`config.mk`:
```
export PLATFORM = sky130hd
export DESIGN_NAME = a2d_round_robin_flat
export DESIGN_NICKNAME = d
export VERILOG_FILES = /design/src/rtl/a2d_round_robin_if.sv /design/src/rtl/a2d_round_robin.sv /design/src/flat_wrapper.sv
export SDC_FILE = /design/constraint.sdc
export NUM_CORES = 1
export LEC_CHECK = 0
export BUFFER_PORTS_ARGS = -buffer_cell sky130_fd_sc_hd__buf_2
export CAP_MARGIN = 20
export CORE_MARGIN = 8
export CORE_UTILIZATION = 30
export CTS_BUF_LIST = sky130_fd_sc_hd__clkbuf_8
export DETAILED_ROUTE_END_ITERATION = 12
export PLACE_DENSITY = 0.46
export SYNTH_ARGS = -nofsm -noshare
export SYNTH_HDL_FRONTEND = slang
export SYNTH_SLANG_ARGS = --single-unit
```
`constraint.sdc`:
```
create_clock -name clk -period 2.95 [get_ports clk]
set_input_delay 0.59 -clock clk [delete_from_list [all_inputs] [get_ports clk]]
set_output_delay 0.59 -clock clk [all_outputs]
set_load 0.05 [all_outputs]
```
`src/rtl/a2d_round_robin_if.sv`:
```
// SPI pin bundle between the round-robin A2D sequencer (master) and the ADC (slave).
interface a2d_round_robin_if;
  logic SS_n;
  logic SCLK;
  logic MOSI;
  logic MISO;

  modport master (output SS_n, output SCLK, output MOSI, input MISO);
  modport slave  (input SS_n, input SCLK, input MOSI, output MISO);
endinterface

```
`src/rtl/a2d_round_robin.sv`:
```
// Round-robin SPI master for the 12-bit A2D: scans battery, current, brake and torque
// channels, two 16-bit mode-3 transactions per slot, and holds the latest result of each.
module a2d_round_robin #(
  parameter logic [2:0]  CH_BATT   = 3'd0,
  parameter logic [2:0]  CH_CURR   = 3'd1,
  parameter logic [2:0]  CH_BRAKE  = 3'd3,
  parameter logic [2:0]  CH_TORQ   = 3'd4,
  parameter int unsigned ROUND_GAP = 4096
) (
  input  logic                clk,
  input  logic                rst,
  input  logic                meas_req,
  a2d_round_robin_if.master   a2d,
  output logic [11:0]         batt,
  output logic [11:0]         curr,
  output logic [11:0]         brake,
  output logic [11:0]         torque,
  output logic                res_vld,
  output logic [1:0]          res_slot,
  output logic                round_done
);

  localparam logic [2:0] GAP      = 3'd0;
  localparam logic [2:0] XFER_SEL = 3'd1;
  localparam logic [2:0] SPACE    = 3'd2;
  localparam logic [2:0] XFER_RD  = 3'd3;
  localparam logic [2:0] STORE    = 3'd4;

  localparam logic [4:0]  DIV_IDLE = 5'b10111;
  localparam int unsigned GW       = (ROUND_GAP > 1) ? $clog2(ROUND_GAP) : 1;

  logic [2:0]    state, state_nxt;
  logic [GW-1:0] gap_cnt;
  logic [1:0]    space_cnt;
  logic [1:0]    slot, slot_nxt;
  logic [4:0]    div;
  logic [4:0]    bit_cnt;
  logic [15:0]   tx_sh;
  logic [11:0]   rx_sh;
  logic          ss_n;
  logic          start, xfer, xfer_done, gap_last, sclk_rise, sclk_fall;

  function automatic logic [15:0] cmd_word(input logic [1:0] s);
    logic [2:0] ch;
    case (s)
      2'd0:    ch = CH_BATT;
      2'd1:    ch = CH_CURR;
      2'd2:    ch = CH_BRAKE;
      default: ch = CH_TORQ;
    endcase
    return {2'b00, ch, 11'h000};
  endfunction

  assign xfer      = (state == XFER_SEL) || (state == XFER_RD);
  assign sclk_rise = xfer && (div == 5'd15);
  assign sclk_fall = xfer && (div == 5'd31);
  // 16th rise leaves div at 16; SCLK stays high while it runs to 29, so SS_n rises 14 clk later.
  assign xfer_done = xfer && (bit_cnt == 5'd16) && (div == 5'd29);
  assign gap_last  = (32'(gap_cnt) + 32'd1) >= ROUND_GAP;

  assign a2d.SS_n = ss_n;
  assign a2d.SCLK = div[4];
  assign a2d.MOSI = tx_sh[15];

  always_comb begin
    state_nxt = state;
    start     = 1'b0;
    case (state)
      GAP: begin
        if (meas_req || gap_last) begin
          state_nxt = XFER_SEL;
          start     = 1'b1;
        end
      end
      XFER_SEL: if (xfer_done) state_nxt = SPACE;
      SPACE: begin
        if (space_cnt == 2'd3) begin
          state_nxt = XFER_RD;
          start     = 1'b1;
        end
      end
      XFER_RD: if (xfer_done) state_nxt = STORE;
      STORE: begin
        if ((slot == 2'd3) && (ROUND_GAP != 0)) begin
          state_nxt = GAP;
        end else begin
          state_nxt = XFER_SEL;
          start     = 1'b1;
        end
      end
      default: state_nxt = GAP;
    endcase
    slot_nxt = (state == STORE) ? slot + 2'd1 : slot;
  end

  always_ff @(posedge clk or posedge rst) begin
    if (rst) begin
      state      <= GAP;
      gap_cnt    <= '0;
      space_cnt  <= '0;
      slot       <= '0;
      div        <= DIV_IDLE;
      bit_cnt    <= '0;
      tx_sh      <= '0;
      rx_sh      <= '0;
      ss_n       <= 1'b1;
      batt       <= '0;
      curr       <= '0;
      brake      <= '0;
      torque     <= '0;
      res_vld    <= 1'b0;
      res_slot   <= '0;
      round_done <= 1'b0;
    end else begin
      state      <= state_nxt;
      slot       <= slot_nxt;
      res_vld    <= 1'b0;
      round_done <= 1'b0;
      gap_cnt    <= (state == GAP && !start) ? gap_cnt + 1'b1 : '0;
      space_cnt  <= (state == SPACE) ? space_cnt + 2'd1 : 2'd0;

      // The divider idles at 10111 and starts stepping on the SS_n fall, so SCLK falls 8 clk later.
      if (start) begin
        ss_n    <= 1'b0;
        tx_sh   <= cmd_word(slot_nxt);
        bit_cnt <= '0;
        div     <= div + 5'd1;
      end else if (xfer) begin
        if (xfer_done) begin
          ss_n <= 1'b1;
          div  <= DIV_IDLE;
        end else begin
          div <= div + 5'd1;
        end
        if (sclk_rise) begin
          bit_cnt <= bit_cnt + 5'd1;
          rx_sh   <= {rx_sh[10:0], a2d.MISO};
        end
        if (sclk_fall && (bit_cnt != 5'd0)) tx_sh <= {tx_sh[14:0], 1'b0};
      end

      if (state == STORE) begin
        case (slot)
          2'd0:    batt   <= rx_sh;
          2'd1:    curr   <= rx_sh;
          2'd2:    brake  <= rx_sh;
          default: torque <= rx_sh;
        endcase
        res_vld  <= 1'b1;
        res_slot <= slot;
        if (slot == 2'd3) round_done <= 1'b1;
      end
    end
  end

endmodule
```
`src/flat_wrapper.sv`:
```
// flat-port wrapper written by rule: the top's interface ports become plain ports
module a2d_round_robin_flat 
#(
  parameter logic [2:0]  CH_BATT   = 3'd0,
  parameter logic [2:0]  CH_CURR   = 3'd1,
  parameter logic [2:0]  CH_BRAKE  = 3'd3,
  parameter logic [2:0]  CH_TORQ   = 3'd4,
  parameter int unsigned ROUND_GAP = 4096
)
  (clk, rst, meas_req, batt, curr, brake, torque, res_vld, res_slot, round_done, a2d_SS_n, a2d_SCLK, a2d_MOSI, a2d_MISO);
  a2d_round_robin_if a2d_i ();
  input  logic clk;
  input  logic rst;
  input  logic meas_req;
  output logic [11:0] batt;
  output logic [11:0] curr;
  output logic [11:0] brake;
  output logic [11:0] torque;
  output logic res_vld;
  output logic [1:0] res_slot;
  output logic round_done;
  output wire logic [$bits(a2d_i.SS_n)-1:0] a2d_SS_n;
  output wire logic [$bits(a2d_i.SCLK)-1:0] a2d_SCLK;
  output wire logic [$bits(a2d_i.MOSI)-1:0] a2d_MOSI;
  input wire logic [$bits(a2d_i.MISO)-1:0] a2d_MISO;
  assign a2d_SS_n = a2d_i.SS_n;
  assign a2d_SCLK = a2d_i.SCLK;
  assign a2d_MOSI = a2d_i.MOSI;
  assign a2d_i.MISO = a2d_MISO;
  a2d_round_robin #(.CH_BATT(CH_BATT), .CH_CURR(CH_CURR), .CH_BRAKE(CH_BRAKE), .CH_TORQ(CH_TORQ), .ROUND_GAP(ROUND_GAP)) u_core (.clk(clk), .rst(rst), .meas_req(meas_req), .a2d(a2d_i), .batt(batt), .curr(curr), .brake(brake), .torque(torque), .res_vld(res_vld), .res_slot(res_slot), .round_done(round_done));
endmodule
```
; ---- After elaboration in Yosys (flattened, before gate mapping)
; Index checks and enable logic that the tools add are counted.
[totals]
reg_bits = 110
in_bits = 4
out_inout_bits = 55
[classes]
n_addsub = 6
order_cmp = 1
n_eq_ne = 18
muxes = 29
n_bitwise = 2
reduce_logical = 27
[ops]
columns = op, n
row1 = 16-bit 2-to-1 mux, 3
row2 = "32-bit by 13-bit >= comparator with 1-bit output, second input constant", 1
row3 = 5-bit 2-to-1 mux, 6
row4 = "5-bit == test, second input constant", 3
row5 = 3-bit case mux with 5 select lines, 1
row6 = 2-bit AND reduction, 7
row7 = "12-bit by 1-bit adder with 13-bit output, second input constant", 1
row8 = "12-bit by 1-bit adder with 12-bit output, second input constant", 1
row9 = 12-bit 2-to-1 mux, 1
row10 = 3-bit 2-to-1 mux, 4
row11 = "5-bit by 1-bit adder with 5-bit output, second input constant", 2
row12 = 1-bit 2-to-1 mux, 10
row13 = 3-bit case mux with 3 select lines, 1
row14 = "2-bit == test, second input constant", 4
row15 = "2-bit by 1-bit != test with 1-bit output, second input constant", 4
row16 = 2-bit nonzero test, 4
row17 = "3-bit by 2-bit == test with 1-bit output, second input constant", 2
row18 = 1-bit logical AND, 6
row19 = "5-bit by 4-bit == test with 1-bit output, second input constant", 1
row20 = 5-bit nonzero test, 1
row21 = "2-bit by 1-bit adder with 2-bit output, second input constant", 2
row22 = "2-bit by 1-bit == test with 1-bit output, second input constant", 2
row23 = 2-bit logical NOT, 2
row24 = 2-bit 2-to-1 mux, 2
row25 = other kinds (10), 12

; ---- Depth between registers and ports, before layout
[depth]
depth_word = 8
ltp_mapped = 8
mapped_depth_nobuf = 7

; ---- Worst setup path before layout
; OpenSTA, ideal clock, no wires.
[synth_path]
path_type = register to register
start = register u_core.div[0]
end = register u_core.rx_sh[0]
setup_ps = 125
arrival_ps = 1877
t_required_ps = 2825
setup_slack_ps = 948
path_stages_with_launch = 8
path_cell_list = dfstp_2 -> ha_1 -> and3_1 -> ha_1 -> and3b_1 -> buf_2 -> buf_2 -> mux2_2
[synth_between]
elab_chain_cells = 3
[synth_rtl]
columns = element, line
row1 = from (decl), a2d_round_robin.sv:36  ; logic [4:0] div;
row2 = from (signal assigned), a2d_round_robin.sv:127  ; div <= div + 5'd1;
row3 = from (signal assigned), a2d_round_robin.sv:133  ; div <= div + 5'd1;
row4 = 5-bit by 4-bit == test with 1-bit output, a2d_round_robin.sv:55  ; assign sclk_rise = xfer && (div == 5'd15);
row5 = 1-bit logical AND, a2d_round_robin.sv:55
row6 = 3-bit AND reduction (no source line), -
row7 = to (signal assigned), a2d_round_robin.sv:137  ; rx_sh <= {rx_sh[10:0], a2d.MISO};
row8 = to (decl), a2d_round_robin.sv:39  ; logic [11:0] rx_sh;
; No other way between the ends.
; A chain may end at the register's enable or synchronous reset.

; ---- Worst setup path in the final report
[layout_path]
start = register u_core.state[1]
end = register u_core.curr[2]
[layout_between]
elab_chain_cells = 2
[layout_rtl]
columns = element, line
row1 = from (decl), a2d_round_robin.sv:32  ; logic [2:0] state, state_nxt;
row2 = from (signal assigned), a2d_round_robin.sv:115  ; state <= state_nxt;
row3 = 3-bit == test, a2d_round_robin.sv:142  ; if (state == STORE) begin
row4 = 2-bit AND reduction (no source line), -
row5 = to (signal assigned), a2d_round_robin.sv:145  ; 2'd1: curr <= rx_sh;
row6 = to (decl), a2d_round_robin.sv:15  ; output logic [11:0] curr,
; No other way between the ends.

==> run_results.csv <==
group,metric,value,unit
setup_path,reg2reg_depth,3,
grt,grt_usage,10.47,%
yosys,synth_area,0.004309,sq mm
grt,antenna_found_initial,0,
finish,drive_gt1_share,40.21,%
clock_network,post_cts_resized,0,
power,swShare,29.59,%
placed_design,hpwl,6098,um
drt,wl_met1,4267,um
grt,grt_pass1_wl,14960,um
finish,fillers,1394,
power,power.leakage,2.564,nW
power,p_seq_share,53.3,%
yosys,synth-edff-count,0,
sta,finClkSkew,0.01625,ns
drt,met2_length,4238,um
grt,grt_pass1_vias,2747,
drt,dr.pass1.iters,4,
finish,finalCoreUtilization,35.09,%
clock_network,cts_buffers,9,
yosys,synthesis.instances,321,
floorplanning,io_pins,59,
clock_network,clock_path_buffers,2,
drt,vias_per_cell,4.517,
setup_path,cp-startpoint,"u_core.state[1]",
drt,top_layer,"met4",
yosys,syn_area_per_cell,13.42,sq um
power,p_int,2.016,mW
clock_network,clkTransAtPathRegs,0.10,ns
grt,grt_start_max_net_pins,100,
clock_network,cts_root_buf,"clkbuf_8",
setup_path,cp-endpoint,"u_core.curr[2]",
floorplanning,core-area,0.01426,sq mm
yosys,ys_top_cells_by_area,"dfrtp_1 55%, mux2_2 16%, ha_1 4.4%",
power,power_frac_clock,30.7,%
clock_network,cts_hold_buf,0,
sta,slew_headroom,49.60,%
setup_path,regToRegEndpoint,"u_core.curr[2]",
yosys,synthTopCellsByCount,"94 x dfrtp_1, 61 x mux2_2, 22 x nor2_1, 15 x ha_1, 13 x inv_1",
drt,wl_per_cell,15.67,um
floorplanning,die_h,135.9,um
drt,vias,2584,
setup_path,cp_max_fo,12,
floorplanning,row_count,44,
yosys,yosysWarnings,0,
placed_design,port_buffers,58,
sta,hold_violations,0,
sta,layout_worst_path_cycle_share,73.05,%
yosys,synth_top_cell_by_area,"dfrtp_1",
drt,drt_iter0_markers,103,
sta,worst_pin_slew,0.7560,ns
worst_hold_path,hold_path.class,"in -> async",
setup_path,regToRegSetupSlack,0.79,ns
yosys,seq_area_frac_synth,57.64,%
sta,fin_setup_tns,0,ns
power,power_density,572.3,mW/mm^2
clock_network,cts_sinks,99,
sta,period_minus_slack,2.155,ns
drt,drc_errors,0,
drt,met3WireLength,237,um
floorplanning,die_w,135.9,um
flow_run,drv_cap,0,
clock_network,post-cts-setup-buffer-count,0,
clock_network,cts_tree,"built",
yosys,yosys_register_bits,99,
yosys,ys.flop_type,"dfrtp_1",
power,pwr-share-comb,16.0,%
finish,fin_nets,402,
setup_path,end_kind,"register",
setup_path,cp.required,3.22,ns
floorplanning,dieArea,0.01846,sq mm
setup_path,crit_type,"reg -> reg",
placed_design,routabilityCongestion,0.7625,
power,power.switching,847.4,uW
setup_path,critPathArrivalTime,2.42,ns
grt,grt-ovfl-total,0,
run_status,outcome,"completed",
yosys,synth_nets,340,
setup_path,r2r_start,"u_core.state[1]",
yosys,synthDistinctLibCells,47,
sta,fmax,464.0,MHz
yosys,synthMostInstantiatedCell,"dfrtp_1",
finish,area_growth,16.12,%
drt,antenna_left,0,
finish,antenna_cells,0,
floorplanning,start_util,30.22,%
sta,finalMaxSlewViolations,0,
setup_path,crit_path_start_kind,"register",
yosys,postSynth.asyncResetShare,100.0,%
yosys,yosys.area.top_type_share,54.59,%
sta,setup_viol,0,
sta,rsz0062_at_grt,"no",
clock_network,insertion_delay,0.38,ns
drt,wl,8963,um
clock_network,htreeDepth,3,
power,vdd_drop_max,0.2184,mV
final cells by class:
cell class / count / area, sq um / share of cell area, %
Clock buffer: 9 / 123.9 / 2.476
Sequential cell: 99 / 2484 / 49.64
Timing Repair Buffer: 65 / 355.3 / 7.102
Clock inverter: 7 / 68.82 / 1.375
Tap cell: 184 / 230.2 / 4.601
Multi-Input combinational cell: 195 / 1689 / 33.76
Inverter: 13 / 52.55 / 1.050
kinds of logic after synthesis:
kind of cell               count (synthesis)  share of synthesized area [%]
DFF                                       99                          57.64
and+or+nand+nor                           75                          9.669
muxes                                     69                          18.29
buffers and inverters                     27                          3.165
AOI/OAI and AO/OA                         21                          3.833
xor gates and xnor gates                  15                          3.049
adders and majority gates                 15                          4.355
metrics by stage:
stage | setup slack (ns) | power [mW] | std cells | instance area, sq um | hold WS, ns
after floorplan | 0.9477 | 1.902 | 321 | 4313 | 0.4157
after global placement | 0.7878 | 2.010 | 556 | 4811 | 0.4369
after detailed placement | 0.7723 | 2.021 | 556 | 4811 | 0.4426
after CTS | 0.7588 | 2.914 | 572 | 5004 | 0.3703
after global routing | 0.6336 | 3.035 | 572 | 5004 | 0.4013
final | 0.7950 | 2.864 | 572 | 5004 | 0.3348
flip-flops by register name (all words and copies together) (netlist names), 12 cells and up:
| name | flops |
|---|---|
| u_core.brake | 12 |
| u_core.torque | 12 |
| u_core.gap_cnt | 12 |
| u_core.batt | 12 |
| u_core.curr | 12 |
| u_core.rx_sh | 12 |
critical path: stages (launching register included):
cell and delay [ns]:
dfrtp_1 0.48, nor3b_1 0.46, and2_1 0.70, mux2_2 0.41
cell usage in the layout, fill, tap and decap left out, types with 4 or more instances in the layout:
master | synthesis | final
nand3_1 | 7 | 7
nor2_1 | 22 | 22
clkbuf_8 | 0 | 9
o211ai_1 | 4 | 4
mux2_2 | 61 | 61
and2_1 | 8 | 8
buf_2 | 7 | 58
dfstp_2 | 5 | 5
nand4_1 | 4 | 4
buf_4 | 3 | 6
xor2_1 | 5 | 5
ha_1 | 15 | 15
xnor2_1 | 10 | 10
mux2_4 | 4 | 4
nand2_1 | 10 | 10
dfrtp_1 | 94 | 94
inv_1 | 13 | 14
how the worst min path moves through the flow:
stage,slack [ns],startpoint,end
6_report,0.33,rst,u_core.batt[6]
3_3_place_gp,0.44,u_core.space_cnt[0],u_core.space_cnt[0]
3_5_place_dp,0.44,u_core.space_cnt[0],u_core.space_cnt[0]
5_1_grt,0.40,rst,u_core.torque[5]
2_1_floorplan,0.42,u_core.space_cnt[0],u_core.space_cnt[0]
4_1_cts,0.37,rst,u_core.batt[6]
routing by layer:
layer	GRT usage, %	up-vias
met5	0	-
met4	5.857	0
met3	2.180	13
met2	16.10	32
met1	13.48	1292
li1	-	1247
power by group through the flow:
stage	registers, mW	clock network, mW	logic [mW]
global placement	1.55	0	0.460
floorplan	1.53	0	0.374
finish	1.52	0.879	0.459
CTS	1.53	0.917	0.471
global route	1.54	0.968	0.524
detailed placement	1.55	0	0.469
Note: power is estimated with default switching activity, not from simulation.
